[config.mk]
export PLATFORM = sky130hd
export DESIGN_NAME = xnor_frame_compare_flat
export DESIGN_NICKNAME = d
export VERILOG_FILES = /design/src/rtl/xnor_frame_compare_if.sv /design/src/rtl/xnor_frame_compare.sv /design/src/flat_wrapper.sv
export SDC_FILE = /design/constraint.sdc
export NUM_CORES = 1
export LEC_CHECK = 0
export CORE_ASPECT_RATIO = 1.1
export CORE_UTILIZATION = 35
export CTS_BUF_LIST = sky130_fd_sc_hd__clkbuf_16
export DETAILED_ROUTE_END_ITERATION = 8
export GPL_ROUTABILITY_DRIVEN = 0
export GPL_TIMING_DRIVEN = 0
export MAX_ROUTING_LAYER = met4
export PLACE_DENSITY = 0.65
export SYNTH_ARGS = -nofsm -noshare
export SYNTH_HDL_FRONTEND = slang
export SYNTH_SLANG_ARGS = --single-unit
[constraint.sdc]
create_clock -name clk -period 1.5 [get_ports clk]
set_input_delay 0.3 -clock clk [delete_from_list [all_inputs] [get_ports clk]]
set_output_delay 0.3 -clock clk [all_outputs]
set_load 0.005 [all_outputs]
[src/rtl/xnor_frame_compare_if.sv]
// xnor_frame_compare_if: serial pair stream in, frame verdict out.
//   master drives start/bit_valid/a_bit/b_bit and observes the results;
//   slave (the comparator) drives busy/done/equal/mismatch_cnt/first_mismatch.
interface xnor_frame_compare_if #(
    parameter int CNT_W = 4
);
    logic             start;
    logic             bit_valid;
    logic             a_bit;
    logic             b_bit;
    logic             busy;
    logic             done;
    logic             equal;
    logic [CNT_W-1:0] mismatch_cnt;
    logic [CNT_W-1:0] first_mismatch;

    modport master (
        output start, bit_valid, a_bit, b_bit,
        input  busy, done, equal, mismatch_cnt, first_mismatch
    );

    modport slave (
        input  start, bit_valid, a_bit, b_bit,
        output busy, done, equal, mismatch_cnt, first_mismatch
    );
endinterface

[src/rtl/xnor_frame_compare.sv]
// xnor_frame_compare: counts XNOR mismatches over a FRAME_LEN-bit serial frame.
//   clk, rst : clock, synchronous active-high reset
//   bus      : slave side of xnor_frame_compare_if (start, bit pairs in; busy, done, verdict out)
module xnor_frame_compare #(
    parameter int FRAME_LEN = 8,
    parameter int CNT_W     = 4
) (
    input logic                 clk,
    input logic                 rst,
    xnor_frame_compare_if.slave bus
);
    typedef enum logic [1:0] {IDLE, RUN, DONE} state_t;

    // first_mismatch == FRAME_LEN doubles as the "no mismatch seen yet" marker
    localparam logic [CNT_W-1:0] NONE = CNT_W'(FRAME_LEN);
    localparam logic [CNT_W-1:0] LAST = CNT_W'(FRAME_LEN - 1);

    state_t           state_q, state_d;
    logic [CNT_W-1:0] idx_q, idx_d;
    logic [CNT_W-1:0] cnt_q, cnt_d;
    logic [CNT_W-1:0] first_q, first_d;
    logic             equal_q, equal_d;
    logic             match;

    assign match = ~(bus.a_bit ^ bus.b_bit);

    always_comb begin
        state_d = state_q;
        idx_d   = idx_q;
        cnt_d   = cnt_q;
        first_d = first_q;
        equal_d = equal_q;
        if (state_q != RUN && bus.start) begin
            state_d = RUN;
            idx_d   = '0;
            cnt_d   = '0;
            first_d = NONE;
            equal_d = 1'b0;
        end else if (state_q == RUN && bus.bit_valid) begin
            if (!match) begin
                cnt_d   = cnt_q + CNT_W'(1);
                first_d = (first_q == NONE) ? idx_q : first_q;
            end
            idx_d = idx_q + CNT_W'(1);
            if (idx_q == LAST) begin
                state_d = DONE;
                equal_d = (cnt_d == '0);
            end
        end else if (state_q == DONE) begin
            state_d = IDLE;
        end
    end

    always_ff @(posedge clk) begin
        if (rst) begin
            state_q <= IDLE;
            idx_q   <= '0;
            cnt_q   <= '0;
            first_q <= '0;
            equal_q <= 1'b0;
        end else begin
            state_q <= state_d;
            idx_q   <= idx_d;
            cnt_q   <= cnt_d;
            first_q <= first_d;
            equal_q <= equal_d;
        end
    end

    assign bus.busy           = (state_q == RUN);
    assign bus.done           = (state_q == DONE);
    assign bus.equal          = equal_q;
    assign bus.mismatch_cnt   = cnt_q;
    assign bus.first_mismatch = first_q;
endmodule

[src/flat_wrapper.sv]
// flat-port wrapper written by rule: the top's interface ports become plain ports
module xnor_frame_compare_flat 
#(
    parameter int FRAME_LEN = 8,
    parameter int CNT_W     = 4
)
  (clk, rst, bus_start, bus_bit_valid, bus_a_bit, bus_b_bit, bus_busy, bus_done, bus_equal, bus_mismatch_cnt, bus_first_mismatch);
  xnor_frame_compare_if #(.CNT_W(CNT_W)) bus_i ();
  input logic clk;
  input logic rst;
  input wire logic [$bits(bus_i.start)-1:0] bus_start;
  input wire logic [$bits(bus_i.bit_valid)-1:0] bus_bit_valid;
  input wire logic [$bits(bus_i.a_bit)-1:0] bus_a_bit;
  input wire logic [$bits(bus_i.b_bit)-1:0] bus_b_bit;
  output wire logic [$bits(bus_i.busy)-1:0] bus_busy;
  output wire logic [$bits(bus_i.done)-1:0] bus_done;
  output wire logic [$bits(bus_i.equal)-1:0] bus_equal;
  output wire logic [$bits(bus_i.mismatch_cnt)-1:0] bus_mismatch_cnt;
  output wire logic [$bits(bus_i.first_mismatch)-1:0] bus_first_mismatch;
  assign bus_i.start = bus_start;
  assign bus_i.bit_valid = bus_bit_valid;
  assign bus_i.a_bit = bus_a_bit;
  assign bus_i.b_bit = bus_b_bit;
  assign bus_busy = bus_i.busy;
  assign bus_done = bus_i.done;
  assign bus_equal = bus_i.equal;
  assign bus_mismatch_cnt = bus_i.mismatch_cnt;
  assign bus_first_mismatch = bus_i.first_mismatch;
  xnor_frame_compare #(.FRAME_LEN(FRAME_LEN), .CNT_W(CNT_W)) u_core (.clk(clk), .rst(rst), .bus(bus_i));
endmodule
# Word level (Yosys, flattened, before mapping)

Index checks and enable logic that the tools add are counted.

Bits in registers: 15

Equality and inequality tests: 7
Multiplexer cells: 11
Bitwise gates (word level): 1
Add/subtract/negate cells: 2
Reduce and logical (&&, ||, !) cells: 14

Operators by type and width:

| cell                                                   | count |
|---|---|
| 2-to-1 mux 4 bit                                       | 7 |
| adder 4 x 1 -> 4 bit (second input constant)           | 2 |
| nonzero test 2 bit                                     | 4 |
| 2-to-1 mux 2 bit                                       | 3 |
| AND reduction 2 bit                                    | 3 |
| AND reduction 3 bit                                    | 2 |
| equality test 4 x 3 -> 1 bit (second input constant)   | 1 |
| equality test 4 bit (second input constant)            | 1 |
| zero test 4 bit                                        | 1 |
| inequality test 3 x 2 -> 1 bit (second input constant) | 1 |
| nonzero test 3 bit                                     | 1 |
| equality test 2 x 1 -> 1 bit (second input constant)   | 1 |
| equality test 2 bit (second input constant)            | 1 |
| logical AND 1 bit                                      | 2 |
| inequality test 2 x 1 -> 1 bit (second input constant) | 1 |
| inequality test 2 bit (second input constant)          | 1 |
| OR reduction 2 bit                                     | 1 |
| 2-to-1 mux 1 bit                                       | 1 |
| XOR 1 bit                                              | 1 |

# Logic depth before layout (Yosys ltp)

Gate-level depths: netlist of the first run.

Depth in word-level cells: 5
Gate-level depth with buffers: 5
Mapped depth without buffers: 5

# Least setup slack after synthesis of the first run

Ideal clock, no wire load.

Path kind: reg2reg
From: register u_core.first_q[2] (netlist: u_core.bus.first_mismatch[2])
To: register u_core.first_q[3] (netlist: u_core.bus.first_mismatch[3])
Data arrival time: 1.169 ns
Clock period less this slack: 1.295 ns
Stages on the path, launching flop included: 4
Path slack: 0.205 ns
Path buffers: 0
Required time: 1.374 ns
Cell sequence: dfxtp_1 > or4b_4 > o41ai_1 > a21oi_1

Word-level cells in the longest chain between the ends: 3

Ends and longest elaborated chain:

| item                                 | line                     | RTL |
|---|---|---|
| from (decl)                          | xnor_frame_compare.sv:21 | `logic [CNT_W-1:0] first_q, first_d;` |
| from (signal assigned)               | xnor_frame_compare.sv:65 | `first_q <= first_d;` |
| equality test 4 bit                  | xnor_frame_compare.sv:42 | `first_d = (first_q == NONE) ? idx_q : first_q;` |
| nonzero test 2 bit (no source line)  | -                        |  |
| AND reduction 3 bit (no source line) | -                        |  |

Every way passes these cells.
A chain may end at the register's enable or synchronous reset.

# Worst setup path after layout of the first run

From: register u_core.cnt_q[2] (netlist: u_core.bus.mismatch_cnt[2])
To: output bus_mismatch_cnt[2]

RTL lines:

| item                   | line                     | RTL |
|---|---|---|
| from (decl)            | xnor_frame_compare.sv:20 | `logic [CNT_W-1:0] cnt_q, cnt_d;` |
| from (signal assigned) | xnor_frame_compare.sv:64 | `cnt_q <= cnt_d;` |
| to (decl)              | flat_wrapper.sv:18       | `output wire logic [$bits(bus_i.mismatch_cnt)-1:0] bus_mismatch_cnt;` |

No word-level cell between the ends.

==> flow_summary.ini, run 1 <==
[route]
routed_wire_length_per_instance_microns = 10.9
drc_errors = 0
route.vias.total = 604
routed_wirelength_mm = 1.39
dr.pass1.iters = 4
detailedRoute.firstIterationViolations = 13
ant_nets = 0
vias_per_cell = 4.76

[worst_setup_path]
start_kind = register
cp-end-kind = output pin
rrSetupSlack_ns = 0.16
rr_endpoint = u_core.bus.first_mismatch[3]
r2r.worst_path.cells = 3
timing.critical_path.cells = clkdlybuf4s50_1
critical_path.n_buffers_inverters = 1
cp_max_fo = 4
timing_worst_setup_path_type = register to output pin
critical-path-max-stage-delay_ns = 0.52
largest_delay_share_family_worst_path = buffers and inverters
worst_r2r_startpoint = u_core.bus.first_mismatch[2]
slowest_stage = sky130_fd_sc_hd__clkdlybuf4s50_1
worst-endpoint-required_ns = 1.20
cp.arrival_ns = 1.17

[synth]
netlist_area_sq_um = 714
yosys_register_bits = 15
asyncSetResetFlopFracSynth_pct = 0
synth_edf_count = 0
post_synth.cell_area_avg_sq_um = 9.16
post_synth_num_cell_types = 26
ys_seq_area_share_pct = 42.0
synthesis.nets = 86
syn-instance-count = 78
yosys_warnings = 0
most_instantiated_flip_flop_cell_in_the_synthesis_netlist = sky130_fd_sc_hd__dfxtp_1

[timing]
skew_ns = 0.00725
grt_setup_unrepaired = no
hold_violations = 0
slew-limit-headroom_pct = 78.4
timing_max_transition_violations_final = 0
fin_worst_hold_slack_ns = 0.472
clock.fmax_mhz = 682
worst_slew_pin_slew_ns = 0.322
final-setup-viol-count = 0
layout_worst_path_cycle_share_pct = 97.8
layout_min_cycle_time_ns = 1.47

[global_route]
grt_first_pass_wirelength_mm = 2.41
grt_util_met2_pct = 21.5
grt.met1_usage_pct = 18.5
grt_antenna_before_repair = 0
grtUsageTotal_pct = 16.0
met3_use_gr_pct = 6.67
grt_max_degree = 11
globalRoute.totalOverflow = 0
grt_busiest_layer = met2
grt_pass1_vias = 526

[clock_tree]
number_of_hold_buffers_added_after_cts = 0
clock_path_buffers = 2
cts_made_buffers = 3
clock_latency_of_the_later_clocked_register_in_the_worst_skew_pair_ns = 0.25
cts-htree-levels = 1
clock_sink_count = 15
clkSlewWorstSetupHoldPaths_ns = 0.05
clock_tree.root_cell = sky130_fd_sc_hd__clkbuf_16
cts_tree = built

[min_path]
worst_hold_startpoint = u_core.bus.equal
min_path_cells = 1
worst_hold_path.endpoint = u_core.bus.equal
hold_path_class = register to register

[die]
initial_core_util_pct = 38.8
die_width_microns = 45.1
io_pins = 17
floorplan.die_area_sq_um = 2230
core_sq_um = 1840
fp-row-count = 16
dieHeight_microns = 49.4

[layout]
multi_input_comb_area_sq_um = 420
areaGrowthSynthToFinish_pct = 44.1
layout-drive-gt1-share_pct = 19.0
antenna_cells_inserted = 0
final_nets = 109
finish.cell_count_without_fillers = 127
final_core_utilization_pct = 55.9
fillers = 179
sequential_cell_area_sq_um = 305

[power]
peakVddDrop_uv = 769
power_per_cell_area_nw_per_um2 = 1010
cellLeakagePower_nw = 0.386

[outcome]
status = completed

[place]
portBuffers = 16
dp.cells = 121

[job]
max-cap-violations = 0
[state kept, by name, summed over array words and instances, names as in the netlist]
register and flops:
u_core.bus.first_mismatch 4, u_core.bus.mismatch_cnt 4, u_core.idx_q 4, u_core.state_q 2
u_core.bus.equal 1
[synthesized netlist by cell type, types with 2 or more instances]
cell type	number	share of area (%)
sky130_fd_sc_hd__a21oi_1	8	5.6
sky130_fd_sc_hd__dfxtp_1	15	42
sky130_fd_sc_hd__ha_1	2	3.5
sky130_fd_sc_hd__inv_1	2	1.1
sky130_fd_sc_hd__nand2_1	8	4.2
sky130_fd_sc_hd__nand3_1	2	1.4
sky130_fd_sc_hd__nor2_1	12	6.3
sky130_fd_sc_hd__nor2b_1	3	2.6
sky130_fd_sc_hd__nor3_2	2	2.8
sky130_fd_sc_hd__xnor2_1	5	6.1
sky130_fd_sc_hd__xor2_1	4	4.9
[layout by cell type, fill, tap and decap left out]
cell type and instances:
sky130_fd_sc_hd__inv_1 2, sky130_fd_sc_hd__ha_1 2, sky130_fd_sc_hd__nand4_4 1, sky130_fd_sc_hd__mux2i_1 1, sky130_fd_sc_hd__a21oi_1 8, sky130_fd_sc_hd__buf_2 1
sky130_fd_sc_hd__clkdlybuf4s50_1 12, sky130_fd_sc_hd__nand2b_4 1, sky130_fd_sc_hd__nand3_1 2, sky130_fd_sc_hd__nand4_1 1, sky130_fd_sc_hd__nor3_1 1, sky130_fd_sc_hd__or4b_4 1
sky130_fd_sc_hd__o21ai_0 1, sky130_fd_sc_hd__nor2_1 12, sky130_fd_sc_hd__nand3b_1 1, sky130_fd_sc_hd__dfxtp_1 11, sky130_fd_sc_hd__xor2_1 4, sky130_fd_sc_hd__xnor2_4 1
sky130_fd_sc_hd__nor3_2 2, sky130_fd_sc_hd__dlygate4sd2_1 4, sky130_fd_sc_hd__a21o_1 1, sky130_fd_sc_hd__a32o_1 1, sky130_fd_sc_hd__buf_4 3, sky130_fd_sc_hd__o41ai_2 1
sky130_fd_sc_hd__nand2_1 8, sky130_fd_sc_hd__clkinv_2 1, sky130_fd_sc_hd__clkbuf_16 3, sky130_fd_sc_hd__xnor2_1 5, sky130_fd_sc_hd__and3b_1 1, sky130_fd_sc_hd__dfxtp_2 4
sky130_fd_sc_hd__nor2b_1 3
[report_power, final]
group	total (mW)	switching (mW)	leakage, nW	internal, mW
clock	0.516	0.160	0.0409	0.355
sequential	0.416	0.00923	0.123	0.407
combinational	0.104	0.0502	0.222	0.0534
total	1.04	0.219	0.386	0.816
[how the worst max path moves through the flow]
stage                                      start                      endpoint  slack (ns)  depth (start not counted)
finish                u_core.bus.mismatch_cnt[2]           bus_mismatch_cnt[2]        0.03                          1
global route          u_core.bus.mismatch_cnt[2]           bus_mismatch_cnt[2]      0.0002                          1
CTS                                bus_bit_valid  u_core.bus.first_mismatch[3]        0.01                          4
detailed placement                     bus_b_bit              u_core.bus.equal       -0.39                          5
global placement                       bus_b_bit              u_core.bus.equal       -0.37                          5
floorplan           u_core.bus.first_mismatch[2]  u_core.bus.first_mismatch[3]        0.20                          3
[area by class of cell]
class	instances	area share, %
Buffer	2	1.22
Clock buffer	3	7.29
Clock inverter	1	0.486
Inverter	2	0.729
Multi-Input combinational cell	59	40.8
Sequential cell	15	29.6
Tap cell	27	3.28
Timing Repair Buffer	18	16.5
[through the flow]
step           cell area, sq um  total power, mW  worst slack, ns  setup TNS (ns)
4_1_cts                    1020             1.05           0.0104               0
6_report                   1030             1.04           0.0337               0
2_1_floorplan               714            0.473            0.205               0
5_1_grt                    1030             1.09         0.000242               0
3_5_place_dp                908            0.511           -0.386           -1.38
3_3_place_gp                908            0.512           -0.369           -1.23
[timing repair]
item	CTS	global route
hold endpoints to repair	0	0
endpoints found under the setup margin	4	2
setup buffers	2	0
pin swaps	1	0
resized for setup	9	2
[per-layer routing]
| layer | up-vias | routed length (microns) | share of wire [%] |
|---|---|---|---|
| met5 | - | 0 | 0 |
| met4 | 0 | 52 | 3.7 |
| met3 | 6 | 75 | 5.4 |
| met2 | 14 | 637 | 46 |
| met1 | 273 | 623 | 45 |
| li1 | 311 | - | - |
[kinds of logic after synthesis]
logic type	count (synthesis)	share of synthesized area, %
mux	1	1.40
flops	15	42.0
xor+xnor	10	13.3
fa+ha+maj	2	3.50
buf+inv	4	2.80
compound gates	12	9.98
simple gates	34	27.0
Note: power is estimated with default switching activity, not from simulation.
==> inputs of run 2 (changes only) <==
--- a/config.mk
+++ b/config.mk
@@ -5,7 +5,6 @@
 export SDC_FILE = /design/constraint.sdc
 export NUM_CORES = 1
 export LEC_CHECK = 0
-export CORE_ASPECT_RATIO = 1.1
 export CORE_UTILIZATION = 35
 export CTS_BUF_LIST = sky130_fd_sc_hd__clkbuf_16
 export DETAILED_ROUTE_END_ITERATION = 8
==> run 2 against run 1 <==
  * Sequential share of layout area increased by 0.30 points
  * Clock skew down 0.0056 ns
  * Die area barely moved
==> flow_summary.ini, run 2 (same netlist as run 1, synthesis figures left out) <==
[die]
core_sq_um = 1820
fp-row-count = 15
die_width_microns = 47.2
dieHeight_microns = 47.2
initial_core_util_pct = 39.2
io_pins = 17
floorplan.die_area_sq_um = 2230

[layout]
final_nets = 108
fillers = 175
post-route-cell-area_sq_um = 1020
antenna_cells_inserted = 0
layout-drive-gt1-share_pct = 18.2
layout.cells.most_common_list = sky130_fd_sc_hd__nor2_1, sky130_fd_sc_hd__clkdlybuf4s50_1, sky130_fd_sc_hd__dfxtp_1, sky130_fd_sc_hd__nand2_1, sky130_fd_sc_hd__a21oi_1
areaGrowthSynthToFinish_pct = 43.3
final_core_utilization_pct = 56.2

[global_route]
grt_antenna_before_repair = 0
grt_first_pass_wirelength_mm = 2.46
grt_max_degree = 11
grt_pass1_vias = 556
globalRoute.totalOverflow = 0
grtUsageTotal_pct = 16.7

[place]
placed_cell_areas_sq_um = 906
preCtsSetupSlack_ns = -0.369
portBuffers = 16
place.detailed.hpwl_mm = 1.08

[timing]
worst_slew_pin_slew_ns = 0.305
timing_max_transition_violations_final = 0
layout_min_cycle_time_ns = 1.44
layout_worst_path_cycle_share_pct = 96.0
hold_violations = 0
fin_tns_setup_ns = 0
skew_ns = 0.00165
clock.fmax_mhz = 694
timing.final.ws_setup_ns = 0.0600
final-setup-viol-count = 0
slew-limit-headroom_pct = 79.6

[worst_setup_path]
cp_max_fo = 6
start_kind = input pin
worst-endpoint-required_ns = 1.63
rrSetupSlack_ns = 0.16
timing_worst_setup_path_type = input pin to register
cp.arrival_ns = 1.57
cp-end-kind = register

[clock_tree]
clkSlewWorstSetupHoldPaths_ns = 0.04
cts_tree = built
clock_tree.root_cell = sky130_fd_sc_hd__clkbuf_16
clock_sink_count = 15
cts-htree-levels = 1
clock_latency_of_the_later_clocked_register_in_the_worst_skew_pair_ns = 0.24
clock_path_buffers = 2
cts_made_buffers = 3
number_of_hold_buffers_added_after_cts = 0

[power]
power_per_cell_area_nw_per_um2 = 992
peakVddDrop_uv = 1000
cellLeakagePower_nw = 0.384
finalPower_mw = 1.02

[route]
ant_nets = 0
vias_per_cell = 4.67
detailedRoute.firstIterationViolations = 3
route.vias.total = 579
drc_errors = 0
dr.pass1.iters = 4
routed_wirelength_mm = 1.47
routed_wire_length_per_instance_microns = 11.8

[min_path]
hold_path_class = register to register

[outcome]
status = completed

[job]
max-cap-violations = 0
## run 2: changes by cell type in the layout (fill, tap and decap cells not counted), sizes merged
cell    change
clkinv      -1
buf         -1
inv         +1
## run 2: worst max-delay path, cell delays in order
cell                              delay (ns)
sky130_fd_sc_hd__clkdlybuf4s50_1        0.47
sky130_fd_sc_hd__and3b_1                0.17
sky130_fd_sc_hd__buf_6                  0.13
sky130_fd_sc_hd__nand4_4                0.13
sky130_fd_sc_hd__nor2b_1                0.17
sky130_fd_sc_hd__a32o_1                 0.20
## run 2: worst paths after layout
check	from	end	cells past startpoint
max	bus_bit_valid	u_core.bus.equal	6
min	u_core.bus.equal	u_core.bus.equal	1
max reg2reg	u_core.bus.first_mismatch[2]	u_core.bus.first_mismatch[3]	3
min reg2reg	u_core.bus.equal	u_core.bus.equal	1
## run 2: layer usage
| layer | wire, microns | global-route usage, % | vias up | share of wire (%) |
|---|---|---|---|---|
| met1 | 646 | 19.8 | 257 | 44 |
| met3 | 57 | 5.77 | 3 | 3.9 |
| met2 | 750 | 26.4 | 11 | 51 |
| met5 | 0 | - | - | 0 |
| met4 | 12 | 5.14 | 0 | 0.82 |
| li1 | - | - | 308 | - |
## run 2: area by class of cell
cell class	instances	area (sq um)	share of cell area, %
Clock inverter	1	3.75	0.367
Clock buffer	3	75.1	7.33
Multi-Input combinational cell	59	420	41.1
Timing Repair Buffer	17	163	15.9
Inverter	2	7.51	0.733
Sequential cell	15	307	30.0
Tap cell	25	31.3	3.06
Buffer	2	16.3	1.59
## run 2: what timing repair did
action | 4_1_cts | 5_1_grt
gates resized for setup | 8 | 5
buffers inserted | 1 | 0
endpoints found under the setup margin | 3 | 5
pin swaps | 1 | 0
## run 2: power breakdown
part           internal (mW)  switching [mW]
sequential             0.407         0.00923
combinational         0.0511          0.0483
clock                  0.352           0.148
## run 2: per-stage QoR
stage               cells  hold slack [ns]
finish                124            0.471
floorplan              78            0.369
global route          124            0.495
global placement      119            0.455
detailed placement    119            0.461
CTS                   124            0.472
